==> config.mk <==
export PLATFORM = sky130hd
export DESIGN_NAME = keypad_scanner_flat
export DESIGN_NICKNAME = d
export VERILOG_FILES = /design/src/rtl/keypad_pkg.sv /design/src/rtl/keypad_if.sv /design/src/rtl/keypad_sync.sv /design/src/rtl/keypad_scanner.sv /design/src/flat_wrapper.sv
export SDC_FILE = /design/constraint.sdc
export NUM_CORES = 1
export LEC_CHECK = 0
export BUFFER_PORTS_ARGS = -buffer_cell sky130_fd_sc_hd__buf_2
export CAP_MARGIN = 15
export CORE_UTILIZATION = 55
export DETAILED_ROUTE_END_ITERATION = 6
export GPL_ROUTABILITY_DRIVEN = 0
export PLACE_DENSITY_LB_ADDON = 0.25
export SLEW_MARGIN = 10
export SYNTH_ARGS = -nofsm -noshare
export SYNTH_HDL_FRONTEND = slang
export SYNTH_HIERARCHICAL = 1
export SYNTH_SLANG_ARGS = --single-unit
==> constraint.sdc <==
create_clock -name clk -period 10.04 [get_ports clk]
set_clock_uncertainty 0.05 [all_clocks]
set_input_delay 1.506 -clock clk [delete_from_list [all_inputs] [get_ports clk]]
set_output_delay 1.506 -clock clk [all_outputs]
set_load 0.05 [all_outputs]
==> src/rtl/keypad_pkg.sv <==
// Shared types and constants for the 4x4 matrix keypad scanner.
//   state_e     : press-tracking FSM states
//   scan_res_e  : classification of one complete four-column scan
//   KEY_MAP     : key code for each (row, column) crossing
//   NUM_ROWS / NUM_COLS : matrix dimensions
package keypad_pkg;

    localparam int NUM_ROWS = 4;
    localparam int NUM_COLS = 4;

    typedef enum logic [1:0] {
        IDLE     = 2'd0,
        DEBOUNCE = 2'd1,
        PRESSED  = 2'd2,
        RELEASE  = 2'd3
    } state_e;

    typedef enum logic [1:0] {
        RES_NONE   = 2'd0,
        RES_SINGLE = 2'd1,
        RES_MULTI  = 2'd2
    } scan_res_e;

    // Indexed [row][column]; matches the Pmod KYPD legend.
    localparam logic [3:0] KEY_MAP [NUM_ROWS][NUM_COLS] = '{
        '{4'h1, 4'h2, 4'h3, 4'hA},
        '{4'h4, 4'h5, 4'h6, 4'hB},
        '{4'h7, 4'h8, 4'h9, 4'hC},
        '{4'h0, 4'hF, 4'hE, 4'hD}
    };

endpackage

==> src/rtl/keypad_if.sv <==
// Bundle between the scanner, the keypad matrix and the key load register.
//   rows_n   : row senses, active-low (keypad -> scanner)
//   col_n    : column strobes, active-low, one-hot-low (scanner -> keypad)
//   ld       : one-cycle load strobe (scanner -> load register)
//   key      : accepted key code (scanner -> load register)
//   key_held : accepted key still considered pressed (scanner -> consumer)
//
// Load handshake: there is no ready; the consumer must capture key on every
// cycle where ld is high. ld is high for exactly one clock per accepted code,
// key changes only in the same cycle ld rises and is stable until the next ld.
interface keypad_if;
    logic [3:0] rows_n;
    logic [3:0] col_n;
    logic       ld;
    logic [3:0] key;
    logic       key_held;

    modport master (
        input  rows_n,
        output col_n,
        output ld,
        output key,
        output key_held
    );

    modport slave (
        output rows_n,
        input  col_n,
        input  ld,
        input  key,
        input  key_held
    );
endinterface

==> src/rtl/keypad_sync.sv <==
// Two-flop synchronizer for the asynchronous active-low row senses.
//   clk : system clock
//   clr : synchronous active-high reset (flops return to 4'b1111 = no row low)
//   d   : raw row senses
//   q   : synchronized row senses
module keypad_sync (
    input  logic       clk,
    input  logic       clr,
    input  logic [3:0] d,
    output logic [3:0] q
);

    logic [3:0] meta;

    always_ff @(posedge clk) begin
        if (clr) begin
            meta <= 4'b1111;
            q    <= 4'b1111;
        end else begin
            meta <= d;
            q    <= meta;
        end
    end

endmodule

==> src/rtl/keypad_scanner.sv <==
// 4x4 matrix keypad scanner with debounce and n-key lockout.
// Walks an active-low column strobe, samples the synchronized rows at the
// end of each column dwell, classifies every full scan as NONE / SINGLE /
// MULTI, and runs a press FSM at each scan end that emits one key code with
// a one-cycle ld strobe per accepted press.
//   clk       : system clock
//   clr       : synchronous active-high reset
//   kp        : keypad_if master (rows_n in; col_n, ld, key, key_held out)
//   dbg_state : current press FSM state
// Optional feature: define KEY_REPEAT_EN to re-pulse ld while a key is held
// (first after REPEAT_DELAY held scans, then every REPEAT_RATE scans).
module keypad_scanner
    import keypad_pkg::*;
#(
    parameter int SCAN_DIV       = 100_000,
    parameter int DEBOUNCE_SCANS = 4,
    parameter int REPEAT_DELAY   = 50,
    parameter int REPEAT_RATE    = 10
) (
    input  logic     clk,
    input  logic     clr,
    keypad_if.master kp,
    output state_e   dbg_state
);

    localparam int DW = (SCAN_DIV > 1) ? $clog2(SCAN_DIV) : 1;
    // Debounce and repeat counters share one width, sized for the largest limit.
    localparam int CNT_MAX0 = (REPEAT_DELAY > REPEAT_RATE) ? REPEAT_DELAY : REPEAT_RATE;
    localparam int CNT_MAX  = (DEBOUNCE_SCANS > CNT_MAX0) ? DEBOUNCE_SCANS : CNT_MAX0;
    localparam int CNT_W    = $clog2(CNT_MAX + 1);

    // ---------------- row synchronizer ----------------
    logic [3:0] rows_s;

    keypad_sync u_sync (
        .clk (clk),
        .clr (clr),
        .d   (kp.rows_n),
        .q   (rows_s)
    );

    // ---------------- dwell counter and column ring ----------------
    logic [DW-1:0] dwell;
    logic [1:0]    col_idx;
    logic          sample;
    logic          scan_end;

    assign sample   = (dwell == DW'(SCAN_DIV - 1));
    assign scan_end = sample && (col_idx == 2'd3);

    always_ff @(posedge clk) begin
        if (clr) begin
            dwell   <= '0;
            col_idx <= 2'd0;
        end else if (sample) begin
            dwell   <= '0;
            col_idx <= col_idx + 2'd1;
        end else begin
            dwell <= dwell + DW'(1);
        end
    end

    assign kp.col_n = ~(4'b0001 << col_idx);

    // ---------------- scan classifier ----------------
    // Hits are accumulated column by column, saturating at 2 (= MULTI).
    // Column 0 starts a fresh scan, so the accumulator is ignored there.
    logic [1:0] acc_hits, acc_row, acc_col;
    logic [1:0] base_hits;
    logic [1:0] m_hits, m_row, m_col;
    logic [1:0] hit_row;
    logic [3:0] row_hit;
    scan_res_e  scan_res;
    logic [3:0] scan_code;

    always_comb begin
        row_hit   = ~rows_s;
        base_hits = (col_idx == 2'd0) ? 2'd0 : acc_hits;
        hit_row   = 2'd0;
        for (int r = 0; r < NUM_ROWS; r++) begin
            if (row_hit[r]) hit_row = 2'(r);
        end

        m_hits = base_hits;
        m_row  = acc_row;
        m_col  = acc_col;
        if (row_hit != 4'b0000) begin
            if ($onehot(row_hit) && (base_hits == 2'd0)) begin
                m_hits = 2'd1;
                m_row  = hit_row;
                m_col  = col_idx;
            end else begin
                m_hits = 2'd2;
            end
        end

        case (m_hits)
            2'd0:    scan_res = RES_NONE;
            2'd1:    scan_res = RES_SINGLE;
            default: scan_res = RES_MULTI;
        endcase
        scan_code = KEY_MAP[m_row][m_col];
    end

    always_ff @(posedge clk) begin
        if (clr) begin
            acc_hits <= 2'd0;
            acc_row  <= 2'd0;
            acc_col  <= 2'd0;
        end else if (sample) begin
            acc_hits <= m_hits;
            acc_row  <= m_row;
            acc_col  <= m_col;
        end
    end

    // ---------------- press FSM ----------------
    state_e           state, state_n;
    logic [CNT_W-1:0] cnt, cnt_n, cnt_inc;
    logic [3:0]       cand, cand_n;
    logic [3:0]       key, key_n;
    logic             ld, ld_n;
    logic             single_cand;

    assign cnt_inc     = cnt + CNT_W'(1);
    assign single_cand = (scan_res == RES_SINGLE) && (scan_code == cand);

`ifdef KEY_REPEAT_EN
    logic [CNT_W-1:0] rep_cnt, rep_cnt_n, rep_inc, rep_target;
    logic             rep_started, rep_started_n;

    assign rep_inc    = rep_cnt + CNT_W'(1);
    assign rep_target = rep_started ? CNT_W'(REPEAT_RATE) : CNT_W'(REPEAT_DELAY);

    always_ff @(posedge clk) begin
        if (clr) begin
            rep_cnt     <= '0;
            rep_started <= 1'b0;
        end else begin
            rep_cnt     <= rep_cnt_n;
            rep_started <= rep_started_n;
        end
    end
`endif

    always_ff @(posedge clk) begin
        if (clr) begin
            state <= IDLE;
            cnt   <= '0;
            cand  <= 4'h0;
            key   <= 4'h0;
            ld    <= 1'b0;
        end else begin
            state <= state_n;
            cnt   <= cnt_n;
            cand  <= cand_n;
            key   <= key_n;
            ld    <= ld_n;
        end
    end

    always_comb begin
        state_n = state;
        cnt_n   = cnt;
        cand_n  = cand;
        key_n   = key;
        ld_n    = 1'b0;
`ifdef KEY_REPEAT_EN
        // Repeat tracking only survives while PRESSED.
        rep_cnt_n     = (state == PRESSED) ? rep_cnt : '0;
        rep_started_n = (state == PRESSED) ? rep_started : 1'b0;
`endif
        if (scan_end) begin
            case (state)
                IDLE: begin
                    if (scan_res == RES_SINGLE) begin
                        if (DEBOUNCE_SCANS == 1) begin
                            state_n = PRESSED;
                            key_n   = scan_code;
                            ld_n    = 1'b1;
                            cnt_n   = '0;
                        end else begin
                            state_n = DEBOUNCE;
                            cand_n  = scan_code;
                            cnt_n   = CNT_W'(1);
                        end
                    end
                end
                DEBOUNCE: begin
                    if (single_cand) begin
                        if (cnt_inc == CNT_W'(DEBOUNCE_SCANS)) begin
                            state_n = PRESSED;
                            key_n   = cand;
                            ld_n    = 1'b1;
                            cnt_n   = '0;
                        end else begin
                            cnt_n = cnt_inc;
                        end
                    end else begin
                        state_n = IDLE;
                        cnt_n   = '0;
                    end
                end
                PRESSED: begin
                    // Lockout: SINGLE or MULTI keeps us here without a new code.
                    if (scan_res == RES_NONE) begin
                        if (DEBOUNCE_SCANS == 1) begin
                            state_n = IDLE;
                            cnt_n   = '0;
                        end else begin
                            state_n = RELEASE;
                            cnt_n   = CNT_W'(1);
                        end
`ifdef KEY_REPEAT_EN
                        rep_cnt_n     = '0;
                        rep_started_n = 1'b0;
                    end else if ((scan_res == RES_SINGLE) && (scan_code == key)) begin
                        if (rep_inc == rep_target) begin
                            ld_n          = 1'b1;
                            rep_cnt_n     = '0;
                            rep_started_n = 1'b1;
                        end else begin
                            rep_cnt_n = rep_inc;
                        end
`endif
                    end
                end
                RELEASE: begin
                    if (scan_res == RES_NONE) begin
                        if (cnt_inc == CNT_W'(DEBOUNCE_SCANS)) begin
                            state_n = IDLE;
                            cnt_n   = '0;
                        end else begin
                            cnt_n = cnt_inc;
                        end
                    end else begin
                        // Contact bounce during release: back to held, no new code.
                        state_n = PRESSED;
                        cnt_n   = '0;
                    end
                end
                default: begin
                    state_n = IDLE;
                    cnt_n   = '0;
                end
            endcase
        end
    end

    assign kp.ld       = ld;
    assign kp.key      = key;
    assign kp.key_held = (state == PRESSED) || (state == RELEASE);
    assign dbg_state   = state;

endmodule

==> src/flat_wrapper.sv <==
// flat-port wrapper written by rule: the top's interface ports become plain ports
module keypad_scanner_flat import keypad_pkg::*;
#(
    parameter int SCAN_DIV       = 100_000,
    parameter int DEBOUNCE_SCANS = 4,
    parameter int REPEAT_DELAY   = 50,
    parameter int REPEAT_RATE    = 10
)
  (clk, clr, dbg_state, kp_rows_n, kp_col_n, kp_ld, kp_key, kp_key_held);
  keypad_if kp_i ();
  input  logic clk;
  input  logic clr;
  output state_e dbg_state;
  input wire logic [$bits(kp_i.rows_n)-1:0] kp_rows_n;
  output wire logic [$bits(kp_i.col_n)-1:0] kp_col_n;
  output wire logic [$bits(kp_i.ld)-1:0] kp_ld;
  output wire logic [$bits(kp_i.key)-1:0] kp_key;
  output wire logic [$bits(kp_i.key_held)-1:0] kp_key_held;
  assign kp_i.rows_n = kp_rows_n;
  assign kp_col_n = kp_i.col_n;
  assign kp_ld = kp_i.ld;
  assign kp_key = kp_i.key;
  assign kp_key_held = kp_i.key_held;
  keypad_scanner #(.SCAN_DIV(SCAN_DIV), .DEBOUNCE_SCANS(DEBOUNCE_SCANS), .REPEAT_DELAY(REPEAT_DELAY), .REPEAT_RATE(REPEAT_RATE)) u_core (.clk(clk), .clr(clr), .kp(kp_i), .dbg_state(dbg_state));
endmodule
==> results.py, run 1 <==
metrics = {
    "setup_path": {
        "crit_path_start_kind": "flop",
        "cp_max_fo": 11,
        "crit_type": "flop to flop",
        "cp.required_ps": 10200,
        "critical_path_arrival_ps": 5040,
        "critical_path.endpoint_type": "flop",
        "ff2ff_path_depth": 16,
    },
    "sta": {
        "relSlewSlack_pct": 49.1,
        "finalWorstPathRequiredPeriod_ps": 4890,
        "maxClockFrequency_mhz": 205,
        "worst_slew_pin_slew_ps": 758,
        "drv_slew": 0,
        "hold_violations": 0,
        "fin_crit_sh_pct": 48.7,
        "finalSetupViolations": 0,
        "finalSetupTns_ps": 0,
        "grt_setup_unrepaired": "false",
    },
    "global_route": {
        "grt_first_pass_wirelength_um": 8460,
        "grt_pass1_vias": 1890,
        "grt_max_degree": 35,
        "global_route.usage.total_pct": 20.9,
        "global_route.overflow_total": 0,
        "initial_antenna_violation_count": 0,
    },
    "synth": {
        "ys_seq_area_share_pct": 37.8,
        "synthFlopType": "dfxtp_1",
        "synth_nets": 331,
        "post_synth_inst_count": 313,
        "synth_warnings": 6,
        "synth_edf_count": 0,
        "yosys.cell_types.count": 52,
        "syn-mean-instance-area_um2": 8.47,
        "synth_async_sr_flop_share_pct": 0,
        "yosys_register_bits": 50,
        "synth.cell_area_mm2": 0.00265,
    },
    "cells_and_area": {
        "areaGrowthSynthToFinish_pct": 6.75,
        "layout-drive-gt1-share_pct": 11.7,
        "antenna_cells": 0,
        "fill_cells": 394,
        "finalNetCount": 343,
        "leading_cell_types_in_the_layout_fill_and_taps_excluded": "50 x nor2_1, 50 x dfxtp_1, 29 x nand2_1",
    },
    "routing": {
        "drt-vias-per-instance": 5.60,
        "dr.first_iter.drc_count": 176,
        "detailedRoute.firstPassIterationCount": 4,
        "drt_drc_violations_left": 0,
        "post_drt_wl_per_cell_um": 13.0,
        "routed_wl_um": 4910,
        "antenna_left": 0,
        "vias": 2116,
    },
    "clocking": {
        "cts.clk_slew.worst_paths_ps": 100,
        "ctsLongestPathBuffers": 2,
        "hold_buffers": 0,
        "tritoncts_num_sinks": 50,
        "clk-insertion-delay-late_ps": 300,
        "cts_setup_buffers": 0,
        "cts.repair.resized": 0,
        "cts.root.buffer_cell": "clkbuf_8",
        "tritoncts": "yes",
        "cts.htree.levels": 2,
        "cts-buffers-inserted": 5,
    },
    "floorplanning": {
        "total_die_area_mm2": 0.00510,
        "io_pins": 18,
        "fp.coreArea_mm2": 0.00450,
        "floorplan.rows": 24,
        "floorplan.initialDensity_pct": 58.8,
        "horizontal_die_dimension_um": 71.4,
        "height_of_the_chip_um": 71.4,
    },
    "place": {
        "place.port_buffers": 17,
        "hpwlAfterDp_um": 3530,
    },
    "hold_path": {
        "hold_path_depth": 1,
        "worstHoldPathType": "flop to flop",
    },
    "power": {
        "cellPowerDensity_mw_per_mm2": 134,
        "totalPowerFinal_uw": 378,
        "peakVddDrop_v": 0.0000935,
        "power_leakage_uw": 0.00107,
    },
    "status": {
        "outcome": "completed",
    },
    "job": {
        "cap_viol_max_count": 0,
    },
}
metrics by stage:
step,hold WS (ps),utilization [%],setup WS (ps),instances,area [um^2]
2_1_floorplan,333,-,5530,313,2650
3_3_place_gp,339,60.2,5330,370,2710
3_5_place_dp,340,60.2,5200,370,2710
4_1_cts,364,62.8,5160,378,2830
5_1_grt,382,62.8,4860,378,2830
6_report,361,62.8,5150,378,2830
critical path, cell delays in order, from the launching register on:
cell      delay (ps)
dfxtp_1          410
fa_1             520
inv_1             40
ha_1             170
ha_1             280
or3b_1           500
nor3_4           450
nand3_1          120
o21ai_0          180
ha_1             340
a2111o_1         420
a21oi_1          140
o221ai_1         170
xor2_1           440
o31ai_4          150
nand3_1          140
a2bb2o_2         260
state kept, by name, summed over array words and instances (netlist names):
register,cells
u_core/acc_col,2
u_core/acc_hits,2
u_core/acc_row,2
u_core/cand,4
u_core/cnt,6
u_core/col_idx,2
u_core/dbg_state,2
u_core/dwell,17
u_core/kp.key,4
u_core/kp.ld,1
u_core/u_sync/meta,4
u_core/u_sync/q,4
worst paths after layout:
kind | slack [ps] | endpoint | start
hold reg to reg | 360 | u_core/u_sync/q[0] | u_core/u_sync/meta[0]
setup / recovery | 5150 | u_core/cnt[1] | u_core/u_sync/q[3]
setup reg to reg | 5150 | u_core/cnt[1] | u_core/u_sync/q[3]
hold / removal | 360 | u_core/u_sync/q[0] | u_core/u_sync/meta[0]
power breakdown:
part | internal (uW) | switching (uW) | total (uW)
Sequential | 201 | 1.72 | 202
Combinational | 10.8 | 19.0 | 29.9
Clock | 75.6 | 70.3 | 146
per-layer routing:
| layer | wire length, um | vias up | GRT usage, % |
|---|---|---|---|
| met4 | 49 | 0 | 7.33 |
| met1 | 2390 | 977 | 28.0 |
| met3 | 263 | 5 | 5.34 |
| li1 | - | 1095 | - |
| met5 | 0 | - | 0 |
| met2 | 2210 | 39 | 32.9 |
cells by family (layout without fill, tap and decap cells):
| kind of cell | count (synthesis) | in the layout | synth area share (%) |
|---|---|---|---|
| compound gates | 50 | 50 | 13.9 |
| mux | 8 | 8 | 3.07 |
| buf+inv | 32 | 45 | 6.42 |
| fa+ha+maj | 12 | 12 | 5.95 |
| flops | 50 | 50 | 37.8 |
| xor+xnor | 21 | 21 | 6.94 |
| simple gates | 140 | 140 | 26.0 |
synthesized netlist by cell type (3+ instances only):
cell type,instances,area [um^2]
dfxtp_1,50,1000
nor2_1,50,188
nand2_1,29,109
inv_1,18,67.6
nand3_1,15,75.1
ha_1,11,138
xor2_1,11,96.3
a21oi_1,10,50.1
xnor2_1,10,87.6
a211oi_1,8,60.1
or2_1,8,50.1
clkbuf_1,7,26.3
mux2i_1,7,70.1
nand4_1,6,37.5
nor3_1,6,30.0
o21ai_0,6,30.0
and3_1,5,31.3
and2_1,4,25.0
a31oi_1,3,18.8
buf_6,3,33.8
nor2b_1,3,18.8
nor4_1,3,18.8
o2111ai_1,3,26.3
final cells by class:
| class | instances | area (um^2) | area share, % |
|---|---|---|---|
| clock buffer | 5 | 68.8 | 2.43 |
| clock inverter | 3 | 47.5 | 1.68 |
| inverter | 18 | 67.6 | 2.39 |
| multi-input combinational | 231 | 1480 | 52.3 |
| sequential | 50 | 1000 | 35.4 |
| tap | 52 | 65.1 | 2.30 |
| timing repair buffer | 19 | 100 | 3.54 |
(Power assumes the default switching activity.)
==> inputs of run 2 (changes only) <==
ABC_AREA = 1   (was not set)
clock period = 4.61 ns   (was 10.04 ns; I/O delays follow)
==> run 2 against run 1 <==
  * Hold slack better by 2.3 ps
  * Sequential power rose by 120%
  * Clock power increased by 110%
  * Final cell count increased by 17%
  * Critical endpoint is now u_core/kp.key[2]
  * Largest cell class unchanged
  * Highest routed layer unchanged
==> results.py, run 2 <==
metrics = {
    "place": {
        "hpwlAfterDp_um": 3890,
        "place_inst": 435,
        "place.port_buffers": 17,
    },
    "sta": {
        "maxClockFrequency_mhz": 297,
        "fin_crit_sh_pct": 73.1,
        "finalWorstPathRequiredPeriod_ps": 3370,
        "finalSetupTns_ps": 0,
        "grt_setup_unrepaired": "false",
        "drv_slew": 0,
        "worst_slew_pin_slew_ps": 651,
        "relSlewSlack_pct": 56.5,
        "finalSetupViolations": 0,
        "hold_violations": 0,
    },
    "cells_and_area": {
        "layout_commonest_cell": "nand2_1",
        "biggestRegsByFlops": "u_core/dwell: 17 flops, u_core/cnt: 6 flops",
        "leading_cell_types_in_the_layout_fill_and_taps_excluded": "90 x nand2_1, 61 x inv_1, 50 x dfxtp_1",
        "antenna_cells": 0,
        "fin_cells": 443,
        "fill_cells": 404,
        "finalNetCount": 408,
        "largest-register": "u_core/dwell",
        "largest_reg_flops": 17,
        "areaGrowthSynthToFinish_pct": 8.66,
        "layout-drive-gt1-share_pct": 13.6,
    },
    "routing": {
        "drt-vias-per-instance": 5.21,
        "post_drt_wl_per_cell_um": 11.8,
        "detailedRoute.firstPassIterationCount": 4,
        "dr.first_iter.drc_count": 138,
        "routed_wl_um": 5230,
        "vias": 2308,
        "antenna_left": 0,
        "drt_drc_violations_left": 0,
    },
    "synth": {
        "post_synth_inst_count": 371,
        "netlist.top_cell.by_area": "dfxtp_1",
        "synth_nets": 389,
        "synthFlopType": "dfxtp_1",
        "synth.cell_area_mm2": 0.00266,
        "synth.top_cells.by_area": "dfxtp_1 38%, nand2_1 13%, inv_1 8.6%",
        "synth.top_cell.area_share_pct": 37.7,
        "yosys.cell_types.count": 35,
        "syn-mean-instance-area_um2": 7.16,
        "synth_edf_count": 0,
        "synth_async_sr_flop_share_pct": 0,
        "yosys_register_bits": 50,
        "ranking_of_synthesized_cells_by_instance_count": "90 x nand2_1, 61 x inv_1, 50 x dfxtp_1",
        "ys_seq_area_share_pct": 37.7,
        "top_count_cell_post_synth": "nand2_1",
        "synth_warnings": 6,
    },
    "floorplanning": {
        "fp.coreArea_mm2": 0.00450,
        "io_pins": 18,
        "height_of_the_chip_um": 71.5,
        "total_die_area_mm2": 0.00511,
        "floorplan.initialDensity_pct": 59.0,
        "horizontal_die_dimension_um": 71.5,
        "floorplan.rows": 24,
    },
    "power": {
        "peakVddDrop_v": 0.000219,
        "power_leakage_uw": 0.00134,
        "cellPowerDensity_mw_per_mm2": 288,
    },
    "setup_path": {
        "worstReg2RegEnd": "u_core/kp.key[2]",
        "crit_type": "flop to flop",
        "worst_setup_path_end": "u_core/kp.key[2]",
        "ff2ff_path_depth": 22,
        "reg2reg_slack_ps": 1240,
        "critical_path_arrival_ps": 3550,
        "critical_path.endpoint_type": "flop",
        "cp_max_fo": 9,
        "cp.required_ps": 4790,
        "critical_path.reg2reg.startpoint": "u_core/u_sync/q[3]",
        "setup.worst_path.start": "u_core/u_sync/q[3]",
        "crit_path_start_kind": "flop",
    },
    "clocking": {
        "cts.clk_slew.worst_paths_ps": 80,
        "tritoncts_num_sinks": 50,
        "cts.root.buffer_cell": "clkbuf_8",
        "cts.htree.levels": 2,
        "cts_setup_buffers": 0,
        "clk-insertion-delay-late_ps": 300,
        "cts-buffers-inserted": 5,
        "tritoncts": "yes",
        "cts.repair.resized": 0,
        "ctsLongestPathBuffers": 2,
        "hold_buffers": 0,
    },
    "global_route": {
        "grt_util_met2_pct": 39.8,
        "grt_pass1_vias": 2227,
        "global_route.overflow_total": 0,
        "grt_max_degree": 19,
        "global_route.usage.total_pct": 22.4,
        "grt_busiest_layer": "met2",
        "grt_util_met3_pct": 4.50,
        "grt_first_pass_wirelength_um": 9290,
        "initial_antenna_violation_count": 0,
        "grt_util_met1_pct": 27.1,
    },
    "hold_path": {
        "worstHoldPathType": "flop to flop",
    },
    "status": {
        "outcome": "completed",
    },
    "job": {
        "cap_viol_max_count": 0,
    },
}
-- run 2: worst min-delay path by stage --
stage | start | to | slack [ps] | depth (start not counted)
2_1_floorplan | u_core/u_sync/meta[2] | u_core/u_sync/q[2] | 330 | 2
3_3_place_gp | u_core/u_sync/meta[2] | u_core/u_sync/q[2] | 340 | 2
3_5_place_dp | u_core/u_sync/meta[1] | u_core/u_sync/q[1] | 350 | 2
4_1_cts | u_core/u_sync/meta[1] | u_core/u_sync/q[1] | 370 | 2
5_1_grt | u_core/u_sync/meta[0] | u_core/u_sync/q[0] | 390 | 2
6_report | u_core/u_sync/meta[1] | u_core/u_sync/q[1] | 360 | 2
-- run 2: layout make-up --
class                   count  area [um^2]  area share (%)
clock buffers               7         76.3            2.64
clock inverters             1         30.0            1.04
inverters                  65          245            8.49
multi-input cells         251         1390            48.0
flip-flops and latches     50         1000            34.7
well taps                  52         65.1            2.25
repair buffers             17         85.1            2.95
-- run 2: kinds of logic (layout without fill, tap and decap cells) --
family          count (synthesis)  count (layout)  share of synthesized area, %
compound gates                 45              45                          9.42
simple gates                  187             187                          34.5
fa+ha+maj                      12              12                          5.93
buf+inv                        70              90                          10.2
flops                          50              50                          37.7
xor+xnor                        7               7                          2.31
-- run 2: metrics by stage --
| step | total power, uW | setup WS [ps] | area (um^2) | hold WS [ps] | utilization [%] |
|---|---|---|---|---|---|
| CTS | 838 | 1250 | 2890 | 367 | 64.1 |
| floorplan | 523 | 1550 | 2660 | 330 | - |
| global route | 870 | 897 | 2890 | 393 | 64.1 |
| finish | 832 | 1240 | 2890 | 364 | 64.1 |
| detailed placement | 541 | 1270 | 2780 | 345 | 61.8 |
| global placement | 538 | 1380 | 2780 | 338 | 61.8 |
-- run 2: worst max-delay path, stage by stage (launching register included) --
cell	delay (ps)
dfxtp_1	390
fa_1	510
inv_1	40
ha_1	170
ha_1	280
inv_1	60
nand2_1	50
nor2_2	140
nand3_4	130
nand2_1	110
nand2_2	90
ha_1	280
inv_1	50
nand2_1	60
nand3_1	90
nand2_1	110
nand2_1	50
nand2_1	70
nand3_2	100
nand3b_4	220
nand2_1	100
nand2_1	50
nor2_1	100
-- run 2: report_power, final --
| group | switching (uW) | total [uW] | internal (uW) | leakage (uW) |
|---|---|---|---|---|
| clock | 138 | 300 | 162 | 0.0000524 |
| sequential | 5.27 | 443 | 438 | 0.000405 |
| combinational | 61.2 | 88.8 | 27.6 | 0.000882 |
| total | 204 | 832 | 628 | 0.00134 |
-- run 2: metal layers --
metal / routed length [um] / up-vias
li1: - / 1207
met1: 2450 / 1060
met4: 72 / 0
met5: 0 / -
met2: 2550 / 33
met3: 151 / 8
